**src/rtl/pipe_share_arbiter_if.sv**
```systemverilog
// Handshake bundle for pipe_share_arbiter: two requester ports (req/data/gnt)
// and one downstream output port (valid/ready/data/tag) plus the transfer count.
interface pipe_share_arbiter_if #(
  parameter int DW    = 4,
  parameter int CNT_W = 8
);
  logic             req0;
  logic [DW-1:0]    in0;
  logic             gnt0;
  logic             req1;
  logic [DW-1:0]    in1;
  logic             gnt1;
  logic             out_valid;
  logic             out_ready;
  logic [DW-1:0]    out_data;
  logic             out_tag;
  logic [CNT_W-1:0] out_count;

  // Requesters and downstream sink side
  modport master (
    output req0, in0, req1, in1, out_ready,
    input  gnt0, gnt1, out_valid, out_data, out_tag, out_count
  );

  // Arbiter / pipeline side
  modport slave (
    input  req0, in0, req1, in1, out_ready,
    output gnt0, gnt1, out_valid, out_data, out_tag, out_count
  );
endinterface

```
**src/rtl/pipe_share_arbiter.sv**
```systemverilog
// pipe_share_arbiter: two requesters share one elastic 2-stage register
// pipeline. Conflicts are resolved round-robin; each sample carries the index
// of the requester that produced it. Downstream backpressure stalls the pipe.
// Build option: define ARB_FIXED_PRIO_EN to give req0 fixed priority on
// conflict (the round-robin pointer is then removed and req1 can starve).
module pipe_share_arbiter #(
  parameter int            DW     = 4,
  parameter int            CNT_W  = 8,
  parameter logic [DW-1:0] S1_RST = DW'(7)
) (
  input  logic                 clk,
  input  logic                 rst,
  pipe_share_arbiter_if.slave  bus
);

  // Stage 1 and stage 2 registers
  logic             vld_p1;
  logic             tag_p1;
  logic [DW-1:0]    data_p1;
  logic             vld_p2;
  logic             tag_p2;
  logic [DW-1:0]    data_p2;
  logic [CNT_W-1:0] count;

  logic advance;
  logic accept;
  logic gnt0;
  logic gnt1;
  logic gnt_any;

`ifndef ARB_FIXED_PRIO_EN
  // Requester that wins the next conflict (0 = req0, 1 = req1)
  logic ptr;
`endif

  assign advance = !vld_p2 || bus.out_ready;
  assign accept  = !vld_p1 || advance;
  assign gnt_any = gnt0 || gnt1;

  // Grant: one-hot or zero, only when stage 1 can take a sample
  always_comb begin
    gnt0 = 1'b0;
    gnt1 = 1'b0;
    if (!rst && accept) begin
      if (bus.req0 && bus.req1) begin
`ifdef ARB_FIXED_PRIO_EN
        gnt0 = 1'b1;
`else
        if (ptr) gnt1 = 1'b1;
        else     gnt0 = 1'b1;
`endif
      end else if (bus.req0) begin
        gnt0 = 1'b1;
      end else if (bus.req1) begin
        gnt1 = 1'b1;
      end
    end
  end

  // Control state: valids, priority pointer and completed-transfer counter
  always_ff @(posedge clk) begin
    if (rst) begin
      vld_p1 <= 1'b0;
      vld_p2 <= 1'b0;
      count  <= '0;
`ifndef ARB_FIXED_PRIO_EN
      ptr    <= 1'b0;
`endif
    end else begin
      if (vld_p2 && bus.out_ready) count <= count + 1'b1;
      if (advance) vld_p2 <= vld_p1;
      if (accept)  vld_p1 <= gnt_any;
`ifndef ARB_FIXED_PRIO_EN
      // After any granted transfer the other requester gets the next conflict
      if (gnt_any) ptr <= !gnt1;
`endif
    end
  end

  // Datapath: stage 2 takes the pre-edge stage 1 contents; stage 1 loads the
  // winner's sample and holds its data/tag when nothing is granted
  always_ff @(posedge clk) begin
    if (rst) begin
      tag_p1  <= 1'b0;
      data_p1 <= S1_RST;
      tag_p2  <= 1'b0;
      data_p2 <= '0;
    end else begin
      // ---- stage 1 -> stage 2 ----
      if (advance) begin
        tag_p2  <= tag_p1;
        data_p2 <= data_p1;
      end
      // ---- requesters -> stage 1 ----
      if (gnt_any) begin
        tag_p1  <= gnt1;
        data_p1 <= gnt1 ? bus.in1 : bus.in0;
      end
    end
  end

  assign bus.gnt0      = gnt0;
  assign bus.gnt1      = gnt1;
  assign bus.out_valid = vld_p2;
  assign bus.out_data  = data_p2;
  assign bus.out_tag   = tag_p2;
  assign bus.out_count = count;

endmodule

```
**src/flat_wrapper.sv**
```systemverilog
// flat-port wrapper written by rule: the top's interface ports become plain ports
module pipe_share_arbiter_flat 
#(
  parameter int            DW     = 4,
  parameter int            CNT_W  = 8,
  parameter logic [DW-1:0] S1_RST = DW'(7)
)
  (clk, rst, bus_req0, bus_in0, bus_req1, bus_in1, bus_out_ready, bus_gnt0, bus_gnt1, bus_out_valid, bus_out_data, bus_out_tag, bus_out_count);
  pipe_share_arbiter_if #(.DW(DW), .CNT_W(CNT_W)) bus_i ();
  input  logic clk;
  input  logic rst;
  input wire logic [$bits(bus_i.req0)-1:0] bus_req0;
  input wire logic [$bits(bus_i.in0)-1:0] bus_in0;
  input wire logic [$bits(bus_i.req1)-1:0] bus_req1;
  input wire logic [$bits(bus_i.in1)-1:0] bus_in1;
  input wire logic [$bits(bus_i.out_ready)-1:0] bus_out_ready;
  output wire logic [$bits(bus_i.gnt0)-1:0] bus_gnt0;
  output wire logic [$bits(bus_i.gnt1)-1:0] bus_gnt1;
  output wire logic [$bits(bus_i.out_valid)-1:0] bus_out_valid;
  output wire logic [$bits(bus_i.out_data)-1:0] bus_out_data;
  output wire logic [$bits(bus_i.out_tag)-1:0] bus_out_tag;
  output wire logic [$bits(bus_i.out_count)-1:0] bus_out_count;
  assign bus_i.req0 = bus_req0;
  assign bus_i.in0 = bus_in0;
  assign bus_i.req1 = bus_req1;
  assign bus_i.in1 = bus_in1;
  assign bus_i.out_ready = bus_out_ready;
  assign bus_gnt0 = bus_i.gnt0;
  assign bus_gnt1 = bus_i.gnt1;
  assign bus_out_valid = bus_i.out_valid;
  assign bus_out_data = bus_i.out_data;
  assign bus_out_tag = bus_i.out_tag;
  assign bus_out_count = bus_i.out_count;
  pipe_share_arbiter #(.DW(DW), .CNT_W(CNT_W), .S1_RST(S1_RST)) u_core (.clk(clk), .rst(rst), .bus(bus_i));
endmodule
```
**config.mk**
```make
export PLATFORM = sky130hd
export DESIGN_NAME = pipe_share_arbiter_flat
export DESIGN_NICKNAME = d
export VERILOG_FILES = /design/src/rtl/pipe_share_arbiter_if.sv /design/src/rtl/pipe_share_arbiter.sv /design/src/flat_wrapper.sv
export SDC_FILE = /design/constraint.sdc
export NUM_CORES = 1
export LEC_CHECK = 0
export CAP_MARGIN = 20
export CORE_ASPECT_RATIO = 0.7
export CORE_MARGIN = 3
export CORE_UTILIZATION = 48
export CTS_CLUSTER_DIAMETER = 30
export DETAILED_ROUTE_END_ITERATION = 10
export PLACE_DENSITY = 0.83
export RECOVER_POWER = 100
export SETUP_SLACK_MARGIN = 0.15
export SKIP_LAST_GASP = 1
export SLEW_MARGIN = 0
export SYNTH_ARGS = -nofsm -noshare
export SYNTH_HDL_FRONTEND = slang
export SYNTH_SLANG_ARGS = --single-unit
```
**constraint.sdc**
```tcl
create_clock -name clk -period 3.6 [get_ports clk]
set_clock_uncertainty 0.05 [all_clocks]
set_input_delay 0.36 -clock clk [delete_from_list [all_inputs] [get_ports clk]]
set_output_delay 0.36 -clock clk [all_outputs]
set_load 0.02 [all_outputs]
```
### Yosys cells after proc, flatten, opt, wreduce, memory -nomap -nowiden

Index checks and enable logic that the tools add are counted.

| cells by class | value |
|---|---|
| muxes and demuxes | 10 |
| add/sub/neg operators | 1 |
| reduce and logical (&&, ||, !) cells | 10 |

Operators by type and width:

| operator | count |
|---|---|
| $mux 1 | 9 |
| $add 8x1->8 const B | 1 |
| $logic_not 1->1 | 4 |
| $mux 4 | 1 |
| $logic_and 1x1->1 | 3 |
| $logic_or 1x1->1 | 3 |

| storage, ports and cells | value |
|---|---|
| flip-flop bits (word level) | 21 |
| input bits | 13 |
| output and inout bits | 16 |
| logic and storage cells | 29 |

### Depth between registers and ports, before layout

Gate-level depths: netlist (run 1).

| logic depth | value |
|---|---|
| depth after elaboration | 6 |
| depth in mapped cells | 5 |
| mapped depth without buffers | 4 |

### Worst setup path after synthesis (run 1)

No wires, ideal clock.

| timing path | value |
|---|---|
| kind | reg2out |
| start point | register u_core.vld_p2 (netlist: u_core.bus.out_valid) |
| end point | output bus_gnt1 |
| data arrival time | 1.102 ns |
| data required time | 3.190 ns |
| slack | 2.088 ns |
| stages on the path, launching flop included | 5 |
| path buffers | 1 |
| path through | dfxtp_1 > buf_2 > nand3b_2 > nand4b_1 > inv_1 |

| on the way | value |
|---|---|
| longest elaborated chain between the ends | 5 |

Ends and longest elaborated chain:

| element | line | text |
|---|---|---|
| start: declaration | pipe_share_arbiter.sv:20 | `logic vld_p2;` |
| start signal: assignment | pipe_share_arbiter.sv:71 | `if (advance) vld_p2 <= vld_p1;` |
| $logic_not 1->1 | pipe_share_arbiter.sv:36 | `assign advance = !vld_p2 \|\| bus.out_ready;` |
| $logic_or 1x1->1 | pipe_share_arbiter.sv:36 |  |
| $logic_or 1x1->1 | pipe_share_arbiter.sv:37 | `assign accept = !vld_p1 \|\| advance;` |
| $logic_and 1x1->1 | pipe_share_arbiter.sv:44 | `if (!rst && accept) begin` |
| $mux 1 | pipe_share_arbiter.sv:44 |  |
| end: declaration | flat_wrapper.sv:18 | `output wire logic [$bits(bus_i.gnt1)-1:0] bus_gnt1;` |

No other way between the ends.

### Worst setup path in the final report (run 1)

| timing path | value |
|---|---|
| start point | input rst |
| end point | output bus_gnt1 |

| on the way | value |
|---|---|
| longest elaborated chain between the ends | 3 |

Ends and longest elaborated chain:

| element | line | text |
|---|---|---|
| start: declaration | flat_wrapper.sv:11 | `input logic rst;` |
| $logic_not 1->1 | pipe_share_arbiter.sv:44 |  |
| $logic_and 1x1->1 | pipe_share_arbiter.sv:44 |  |
| $mux 1 | pipe_share_arbiter.sv:44 |  |

No other way between the ends.

==> results of run 1 <==
## power by group
group          switching (W)  internal, W  leakage, nW
Combinational      0.0000322    0.0000347        0.313
Clock              0.0000758    0.0000415       0.0177
Sequential        0.00000942     0.000245        0.173
## cells in the mapped netlist, types with 2 or more instances
master / n / area, sq um
dfxtp_1: 21 / 420
nor2_1: 12 / 45.0
a21oi_1: 9 / 45.0
inv_1: 6 / 22.5
mux2i_1: 5 / 50.1
nand2_1: 4 / 15.0
nand3_1: 4 / 20.0
nand4b_1: 4 / 35.0
o21ai_0: 4 / 20.0
nand4_1: 3 / 18.8
o221a_2: 3 / 33.8
buf_2: 2 / 10.0
o31ai_1: 2 / 15.0
or3_1: 2 / 12.5
or4_1: 2 / 15.0
xor2_1: 2 / 17.5
## metrics by stage
step           hold WS, ns  power (W)  instances  area, sq um  worst slack [ns]
3_3_place_gp         0.413   0.000329        145         1210              1.06
5_1_grt              0.483   0.000456        149         1220             0.599
3_5_place_dp         0.429   0.000331        145         1210              1.04
6_report             0.439   0.000439        149         1220             0.689
2_1_floorplan        0.403   0.000294         99          910              2.09
4_1_cts              0.447   0.000446        149         1230              1.04
## worst min path at each step
stage / from / end / slack (ns) / depth (start not counted)
after floorplan: u_core.tag_p1 / u_core.tag_p1 / 0.40 / 2
after global placement: u_core.tag_p1 / u_core.tag_p1 / 0.41 / 2
after detailed placement: u_core.tag_p1 / u_core.bus.out_tag / 0.43 / 2
after CTS: u_core.bus.out_count[7] / u_core.bus.out_count[7] / 0.45 / 2
after global routing: u_core.tag_p1 / u_core.tag_p1 / 0.48 / 2
final: u_core.bus.out_count[7] / u_core.bus.out_count[7] / 0.44 / 2
## worst max-delay path: stages
cell	delay [ns]
dlygate4sd3_1	0.72
clkbuf_1	0.45
nand4b_1	0.27
inv_1	0.05
dlygate4sd3_1	0.64
## area by class of cell
cell class | instances | area, sq um | area share, %
well taps | 21 | 26.3 | 2.15
multi-input cells | 68 | 442 | 36.1
clock inverters | 1 | 5.00 | 0.409
clock buffers | 3 | 22.5 | 1.84
repair buffers | 29 | 284 | 23.2
flip-flops and latches | 21 | 420 | 34.4
inverters | 6 | 22.5 | 1.84
## kinds of logic after synthesis
| group | Yosys count | synth area share (%) |
|---|---|---|
| buffers and inverters | 10 | 4.40 |
| AO/OA/AOI/OAI | 20 | 14.3 |
| adder cells (fa/ha/maj) | 1 | 1.38 |
| multiplexers | 6 | 6.74 |
| flip-flops | 21 | 46.2 |
| XOR/XNOR | 2 | 1.93 |
| AND/OR/NAND/NOR | 39 | 25.0 |
## layer usage
layer  track usage (%)  up-vias  share of wire (%)
met3              6.46        2                6.2
met5                 0        -                  0
li1                  -      415                  -
met2              26.4       21                 42
met4              2.78        0               0.54
met1              24.6      364                 51
## registers in the layout (all words and copies together), names as in the netlist
signal,flops
u_core.bus.out_valid,1
u_core.bus.out_tag,1
u_core.vld_p1,1
u_core.tag_p1,1
u_core.bus.out_data,4
u_core.ptr,1
u_core.bus.out_count,8
u_core.data_p1,4
==> results.ini, run 1 <==
[logic_synthesis]
synth_fp_nets = 113
synth_edf_count = 0
synth_cell_types = 30
ys_ff_latch = 21
ys_seq_area_share_pct = 46.2
synth.avg_cell_area_sq_um = 9.19
async_flop_share_pct = 0
synthCells = 99
yosys_warnings = 0
mappedNetlistArea_sq_um = 910
ys_dominant_reg_cell = dfxtp_1

[clock_network]
cts_buffers = 3
clock_tree.buffer_depth = 2
cts_num_sinks = 21
post_cts_buffers = 0
clkLatencyLatePin_ns = 0.31
cts_root_buf = clkbuf_4
cts_resized = 0
htreeDepth = 1
clkTransAtPathRegs_ns = 0.12
cts_hold_buf = 0
tritoncts = yes

[grt]
grt_pass1_wl_microns = 3380
grt_usage_pct = 17.7
antenna_found_initial = 0
gr-total-overflow = 0
grt_pass1_vias = 764
grt_max_degree = 13

[run]
drv_cap = 0

[power]
peakVddDrop_mv = 0.263
leakagePower_nw = 0.503
p_per_area_nw_per_um2 = 359

[routing]
drt_iter0_drc = 35
finalWirelength_microns = 2020
drtPass1Iterations = 4
vias = 802
detail-route-antenna-nets = 0
wl_per_cell_microns = 13.6
viasPerCell = 5.38
drc = 0

[finish]
layout_commonest_cell = dfxtp_1
fill_cells = 137
fin_nets = 143
antenna_cells = 0
area_growth_pct = 34.4
post-route-util_pct = 72.7
final_cell_mix = dfxtp_1, dlygate4sd3_1, nor2_1
layout-drive-gt1-share_pct = 7.81

[timing]
fmax_mhz = 344
setup_viol = 0
fin_crit_ns = 2.91
hold_viol = 0
worst_pin_slew_ns = 0.503
slew_viol_final = 0
min_period_over_period_pct = 80.9
fin_tns_setup_ns = 0
rsz0062_at_grt = no
relSlewSlack_pct = 66.4

[setup_path]
critical_path.endpoint = bus_gnt1
r2r_end = u_core.bus.out_count[7]
setup.worst_path.class = in2out
cp.required_ns = 3.19
cp_max_fo = 12
rr_worst_depth = 3
r2r_slack_ns = 2.06
end_kind = output port
critPathLaunchType = primary input
crit-reg2reg-launch = u_core.bus.out_valid
arrival_ns = 2.50
cp-startpoint = rst

[floorplanning]
die-width_microns = 58.0
dieHeight_microns = 42.4
fp.coreArea_sq_um = 1680
initial_core_util_pct = 54.1
ios = 29
die_area_sq_um = 2460
rows = 12

[placement]
hpwlAfterDp_microns = 1560
gp_congestion = 0.787
io_buffer_count = 28

[min_path]
min_path_type = reg2reg

[outcome]
status = finished clean

Note: power is estimated with default switching activity, not from simulation.
==> run 2: changes to the inputs <==
--- a/config.mk
+++ b/config.mk
@@ -8,10 +8,10 @@
 export CAP_MARGIN = 20
 export CORE_ASPECT_RATIO = 0.7
 export CORE_MARGIN = 3
-export CORE_UTILIZATION = 48
+export CORE_UTILIZATION = 44
 export CTS_CLUSTER_DIAMETER = 30
 export DETAILED_ROUTE_END_ITERATION = 10
-export PLACE_DENSITY = 0.83
+export PLACE_DENSITY = 0.77
 export RECOVER_POWER = 100
 export SETUP_SLACK_MARGIN = 0.15
 export SKIP_LAST_GASP = 1
==> constraint.sdc (replaced) <==
create_clock -name clk -period 2.7 [get_ports clk]
set_clock_uncertainty 0.05 [all_clocks]
set_input_delay 0.27 -clock clk [delete_from_list [all_inputs] [get_ports clk]]
set_output_delay 0.27 -clock clk [all_outputs]
set_load 0.02 [all_outputs]
==> run 2 against run 1 <==
Effect of this change: via count is 0.12% lower; die area is 8.0% higher; final cell count is 0.67% higher; total power is 33% higher; critical path type unchanged; sequential power is 33% higher; critical endpoint unchanged.
==> results.ini, run 2 (synthesis results as in run 1) <==
[timing]
fin_tns_setup_ns = 0  ; unchanged
rsz0062_at_grt = no
fmax_mhz = 402
hold_viol = 0  ; unchanged
worst_pin_slew_ns = 0.554  ; +0.0506 ns
relSlewSlack_pct = 63.1  ; -3.4 points
setup_ws_ns = 0.215  ; -0.474 ns
fin_crit_ns = 2.49
min_period_over_period_pct = 92.1
slew_viol_final = 0  ; unchanged
setup_viol = 0  ; unchanged

[setup_path]
rr_worst_depth = 3  ; unchanged
cp_slowest_stage_delay_ns = 0.66  ; -0.06 ns
arrival_ns = 2.17  ; -0.33 ns
crit_chain = dlygate4sd3_1, nand3b_2, nand4b_1, inv_1, clkdlybuf4s50_1
end_kind = output port
critical_path.endpoint = bus_gnt1
setup.worst_path.class = in2out
cp_max_fo = 8  ; -4
r2r_slack_ns = 1.18  ; -0.88 ns
critPathLaunchType = primary input
cp-startpoint = bus_out_ready
r2r_end = u_core.bus.out_count[7]
cp.required_ns = 2.38  ; -0.81 ns
crit-reg2reg-launch = u_core.bus.out_valid
crit_slowest_cell = dlygate4sd3_1

[routing]
detail-route-antenna-nets = 0  ; unchanged
wl_met3_microns = 132  ; +5.6%
vias = 801  ; -0.12%
met1_length_microns = 1010  ; -2.7%
wl_per_cell_microns = 13.8  ; +1.8%
wl_met2_microns = 919  ; +8.1%
viasPerCell = 5.34  ; -0.79%
drtPass1Iterations = 4  ; unchanged
drc = 0  ; unchanged
top_layer_used = met4
finalWirelength_microns = 2070  ; +2.5%
drt_iter0_drc = 31  ; -11%

[clock_network]
post_cts_buffers = 0  ; unchanged
cts_resized = 0  ; unchanged
cts_num_sinks = 21  ; unchanged
tritoncts = yes
cts_buffers = 3  ; unchanged
cts_root_buf = clkbuf_4
clock_tree.buffer_depth = 2  ; unchanged
clkLatencyLatePin_ns = 0.31  ; about the same
cts_hold_buf = 0  ; unchanged
clkTransAtPathRegs_ns = 0.12  ; about the same
htreeDepth = 1  ; unchanged

[power]
clock_power_share_pct = 26.4  ; -0.3 points
peakVddDrop_mv = 0.401  ; +52%
leakagePower_nw = 0.500  ; -0.72%
p_seq_share_pct = 58.2  ; +0.2 points
p_sw_w = 0.000154  ; +31%
power_frac_comb_pct = 15.4  ; about the same
sw_frac_of_total_pct = 26.4  ; -0.34 points
p_int_w = 0.000429  ; +33%
p_per_area_nw_per_um2 = 475  ; +32%

[placement]
dp_slack_ns = 0.299  ; -0.739 ns
postPlaceCellArea_sq_um = 1210  ; +0.10%
gp_congestion = 0.756  ; -3.9%
io_buffer_count = 28  ; unchanged
hpwlAfterDp_microns = 1610  ; +3.4%

[finish]
layout_commonest_cell = dfxtp_1
largest_register_ffs = 8  ; unchanged
final_area_sq_um = 1230  ; +0.31%
fin_nets = 143  ; unchanged
regArea_sq_um = 420  ; unchanged
multi_input_area_sq_um = 444  ; +0.57%
antenna_cells = 0  ; unchanged
layout-drive-gt1-share_pct = 9.38  ; +1.6 points
fill_cells = 173  ; +26%
area_growth_pct = 34.8
final_cell_mix = dfxtp_1, dlygate4sd3_1, nor2_1

[grt]
grt_pass1_vias = 748  ; -2.1%
grt_max_degree = 14  ; +1
grt_usage_pct = 17.0  ; -0.70 points
antenna_found_initial = 0  ; unchanged
grt_pass1_wl_microns = 3350  ; -0.83%
gr-total-overflow = 0  ; unchanged

[floorplanning]
die-width_microns = 60.3  ; +4.0%
ios = 29  ; unchanged
die_area_sq_um = 2660  ; +8.0%
rows = 13  ; +1
fp.coreArea_sq_um = 1900  ; +13%
dieHeight_microns = 44.0  ; +3.8%
initial_core_util_pct = 47.8  ; -6.3 points

[outcome]
status = finished clean

[min_path]
min_path_type = reg2reg
holdPathStages = 2  ; unchanged

[run]
drv_cap = 0  ; unchanged

-- run 2: cell count changes in the layout (fill, tap and decap cells not counted) --
| cell | change |
|---|---|
| and2b_1 | -1 |
| and2b_2 | +1 |
| and3b_1 | -1 |
| and3b_2 | +1 |
| clkdlybuf4s50_1 | +1 |
| dlygate4sd3_1 | -1 |
-- run 2: metal layers --
layer	GRT usage, %	vias to the layer above
li1	-	414
met1	23.0	367
met2	25.2	17
met3	6.12	3
met4	5.31	0
met5	0	-
-- run 2: final cells by class --
class / instances / share of cell area, %
multi-input combinational: 68 / 36.2
sequential: 21 / 34.3
timing repair buffer: 29 / 23.2
tap: 22 / 2.24
clock buffer: 3 / 1.84
inverter: 6 / 1.84
clock inverter: 1 / 0.408
-- run 2: power by group through the flow --
stage	sequential, W	combinational (W)	clock [W]
finish	0.000339	0.0000899	0.000154
global route	0.000341	0.0000976	0.000171
floorplan	0.000351	0.0000405	0
detailed placement	0.000347	0.0000945	0
global placement	0.000346	0.0000923	0
CTS	0.000340	0.0000951	0.000160
-- run 2: critical path, delay by kind of cell --
kind,cells,cell delay [ns]
simple gates,2,0.49
buf+inv,3,1.39
-- run 2: worst min-delay path by stage --
stage | start | endpoint | slack (ns)
floorplan | bus_req1 | u_core.tag_p1 | 0.37
global placement | u_core.tag_p1 | u_core.tag_p1 | 0.42
detailed placement | u_core.bus.out_count[7] | u_core.bus.out_count[7] | 0.42
CTS | u_core.bus.out_count[7] | u_core.bus.out_count[7] | 0.44
global route | u_core.bus.out_count[7] | u_core.bus.out_count[7] | 0.47
finish | u_core.bus.out_count[7] | u_core.bus.out_count[7] | 0.44
-- run 2: through the flow --
step / hold slack, ns / power [W] / instances / util [%]
detailed placement: 0.424 / 0.000441 / 146 / 63.4
global route: 0.474 / 0.000610 / 150 / 64.4
floorplan: 0.368 / 0.000392 / 99 / -
global placement: 0.419 / 0.000438 / 146 / 63.4
CTS: 0.442 / 0.000595 / 150 / 64.9
finish: 0.441 / 0.000583 / 150 / 64.4
==> run 3: changes to the inputs <==
==> constraint.sdc (replaced) <==
create_clock -name clk -period 2.8 [get_ports clk]
set_clock_uncertainty 0.05 [all_clocks]
set_input_delay 0.28 -clock clk [delete_from_list [all_inputs] [get_ports clk]]
set_output_delay 0.28 -clock clk [all_outputs]
set_load 0.02 [all_outputs]
==> run 3 against run 2 <==
Effect of this change: critical path depth is 1 lower; non-clock buffer count stayed put; sequential share of layout area stayed put; first-iteration DRC count is 29% higher; via count is 4.2% higher; final cell count stayed put; register-to-register slack better by 0.10 ns; total power is 3.0% lower; sequential power is 4% lower; hold slack better by 0.0061 ns; clock power hardly changed; critical path type unchanged.
==> results.ini, run 3 (synthesis results as in run 1) <==
[outcome]
status = finished clean

[timing]
worst_pin_slew_ns = 0.534  ; -0.0198 ns
fin_tns_setup_ns = 0  ; unchanged
fin_crit_ns = 2.51
min_period_over_period_pct = 89.7
hold_viol = 0  ; unchanged
fmax_mhz = 398
setup_viol = 0  ; unchanged
rsz0062_at_grt = no
relSlewSlack_pct = 64.4  ; +1.3 points
setup_ws_ns = 0.289  ; +0.0741 ns
slew_viol_final = 0  ; unchanged

[finish]
layout-drive-gt1-share_pct = 9.38  ; unchanged
area_growth_pct = 34.8  ; unchanged
layout_commonest_cell = dfxtp_1
antenna_cells = 0  ; unchanged
largest_register_ffs = 8  ; unchanged
final_cell_mix = dfxtp_1, dlygate4sd3_1, nor2_1
multi_input_area_sq_um = 444  ; unchanged
fill_cells = 182  ; +5.2%
regArea_sq_um = 420  ; unchanged
fin_nets = 143  ; unchanged

[grt]
grt_usage_pct = 17.5  ; +0.51 points
gr-total-overflow = 0  ; unchanged
grt_max_degree = 14  ; unchanged
antenna_found_initial = 0  ; unchanged
grt_pass1_wl_microns = 3400  ; +1.4%
grt_pass1_vias = 748  ; unchanged

[run]
drv_cap = 0  ; unchanged

[placement]
io_buffer_count = 28  ; unchanged
gp_congestion = 0.754  ; -0.30%
dp_slack_ns = 0.389  ; +0.0901 ns
hpwlAfterDp_microns = 1630  ; +0.95%

[min_path]
holdPathStages = 2  ; unchanged
min_path_type = reg2reg
worstHoldStart = u_core.bus.out_count[7]

[routing]
finalWirelength_microns = 2180  ; +5.4%
drc = 0  ; unchanged
wl_per_cell_microns = 14.6  ; +5.4%
drt_iter0_drc = 40  ; +29%
drtPass1Iterations = 4  ; unchanged
met1_length_microns = 1030  ; +2.2%
wl_met3_microns = 145  ; +9.8%
detail-route-antenna-nets = 0  ; unchanged
viasPerCell = 5.57  ; +4.2%
wl_met2_microns = 1010  ; +9.8%
top_layer_used = met3
vias = 835  ; +4.2%

[clock_network]
clkLatencyLatePin_ns = 0.31  ; about the same
htreeDepth = 1  ; unchanged
cts_root_buf = clkbuf_4
post_cts_buffers = 0  ; unchanged
cts_hold_buf = 0  ; unchanged
cts_num_sinks = 21  ; unchanged
cts_resized = 0  ; unchanged
clkTransAtPathRegs_ns = 0.12  ; about the same
tritoncts = yes
clock_tree.buffer_depth = 2  ; unchanged
cts_buffers = 3  ; unchanged

[power]
leakagePower_nw = 0.500  ; unchanged
p_per_area_nw_per_um2 = 461  ; -3.0%
peakVddDrop_mv = 0.434  ; +8.3%
fin_total_pwr_w = 0.000565  ; -3.0%

[setup_path]
end_kind = output port
critical_path.endpoint = bus_gnt0
cp_max_fo = 9  ; +1
crit_slowest_cell = dlygate4sd3_1
setup.worst_path.class = in2out
cp.required_ns = 2.47  ; +0.09 ns
r2r_end = u_core.bus.out_count[7]
critPathLaunchType = primary input
cp-startpoint = rst
crit-reg2reg-launch = u_core.bus.out_valid
arrival_ns = 2.18  ; about the same
crit_chain = dlygate4sd3_1, a21oi_1, and3_1, dlygate4sd3_1
r2r_slack_ns = 1.28  ; +0.10 ns
cp_slowest_stage_delay_ns = 0.67  ; about the same
rr_worst_depth = 3  ; unchanged
worst_path_most_repeated_cell = dlygate4sd3_1

[floorplanning]
fp.coreArea_sq_um = 1900  ; unchanged
ios = 29  ; unchanged
die-width_microns = 60.3  ; unchanged
initial_core_util_pct = 47.8  ; unchanged
dieHeight_microns = 44.0  ; unchanged
die_area_sq_um = 2660  ; unchanged
rows = 13  ; unchanged

[run 3: layout make-up]
type,instances,share of cell area (%)
flip-flops and latches,21,34.3
clock buffers,3,1.84
well taps,22,2.24
inverters,6,1.84
multi-input cells,68,36.2
clock inverters,1,0.408
repair buffers,29,23.2
[run 3: report_power, final]
part,switching (W),total (W),internal (W)
registers,0.0000119,0.000327,0.000315
logic,0.0000425,0.0000876,0.0000451
clock network,0.0000972,0.000151,0.0000534
[run 3: critical path: cells and delay by family]
kind / cells / cell delay [ns]
and+or+nand+nor: 1 / 0.21
buffers and inverters: 2 / 1.34
AOI/OAI and AO/OA: 1 / 0.35
[run 3: worst min path at each step]
stage | end | slack [ns]
finish | u_core.bus.out_count[7] | 0.45
global route | u_core.bus.out_count[7] | 0.49
CTS | u_core.bus.out_count[7] | 0.45
detailed placement | u_core.bus.out_count[7] | 0.43
global placement | u_core.tag_p1 | 0.42
floorplan | u_core.tag_p1 | 0.38
[run 3: routing by layer]
layer  track usage (%)  vias to the layer above
li1                  -                      414
met1              24.5                      386
met2              25.6                       35
met3              6.41                        0
met4              3.98                        0
met5                 0                        -
[run 3: per-stage QoR]
step,hold slack [ns],cells,instance area [sq um],util [%]
2_1_floorplan,0.378,99,910,-
3_3_place_gp,0.418,146,1210,63.4
3_5_place_dp,0.435,146,1210,63.4
4_1_cts,0.452,150,1230,64.9
5_1_grt,0.486,150,1230,64.4
6_report,0.447,150,1230,64.4
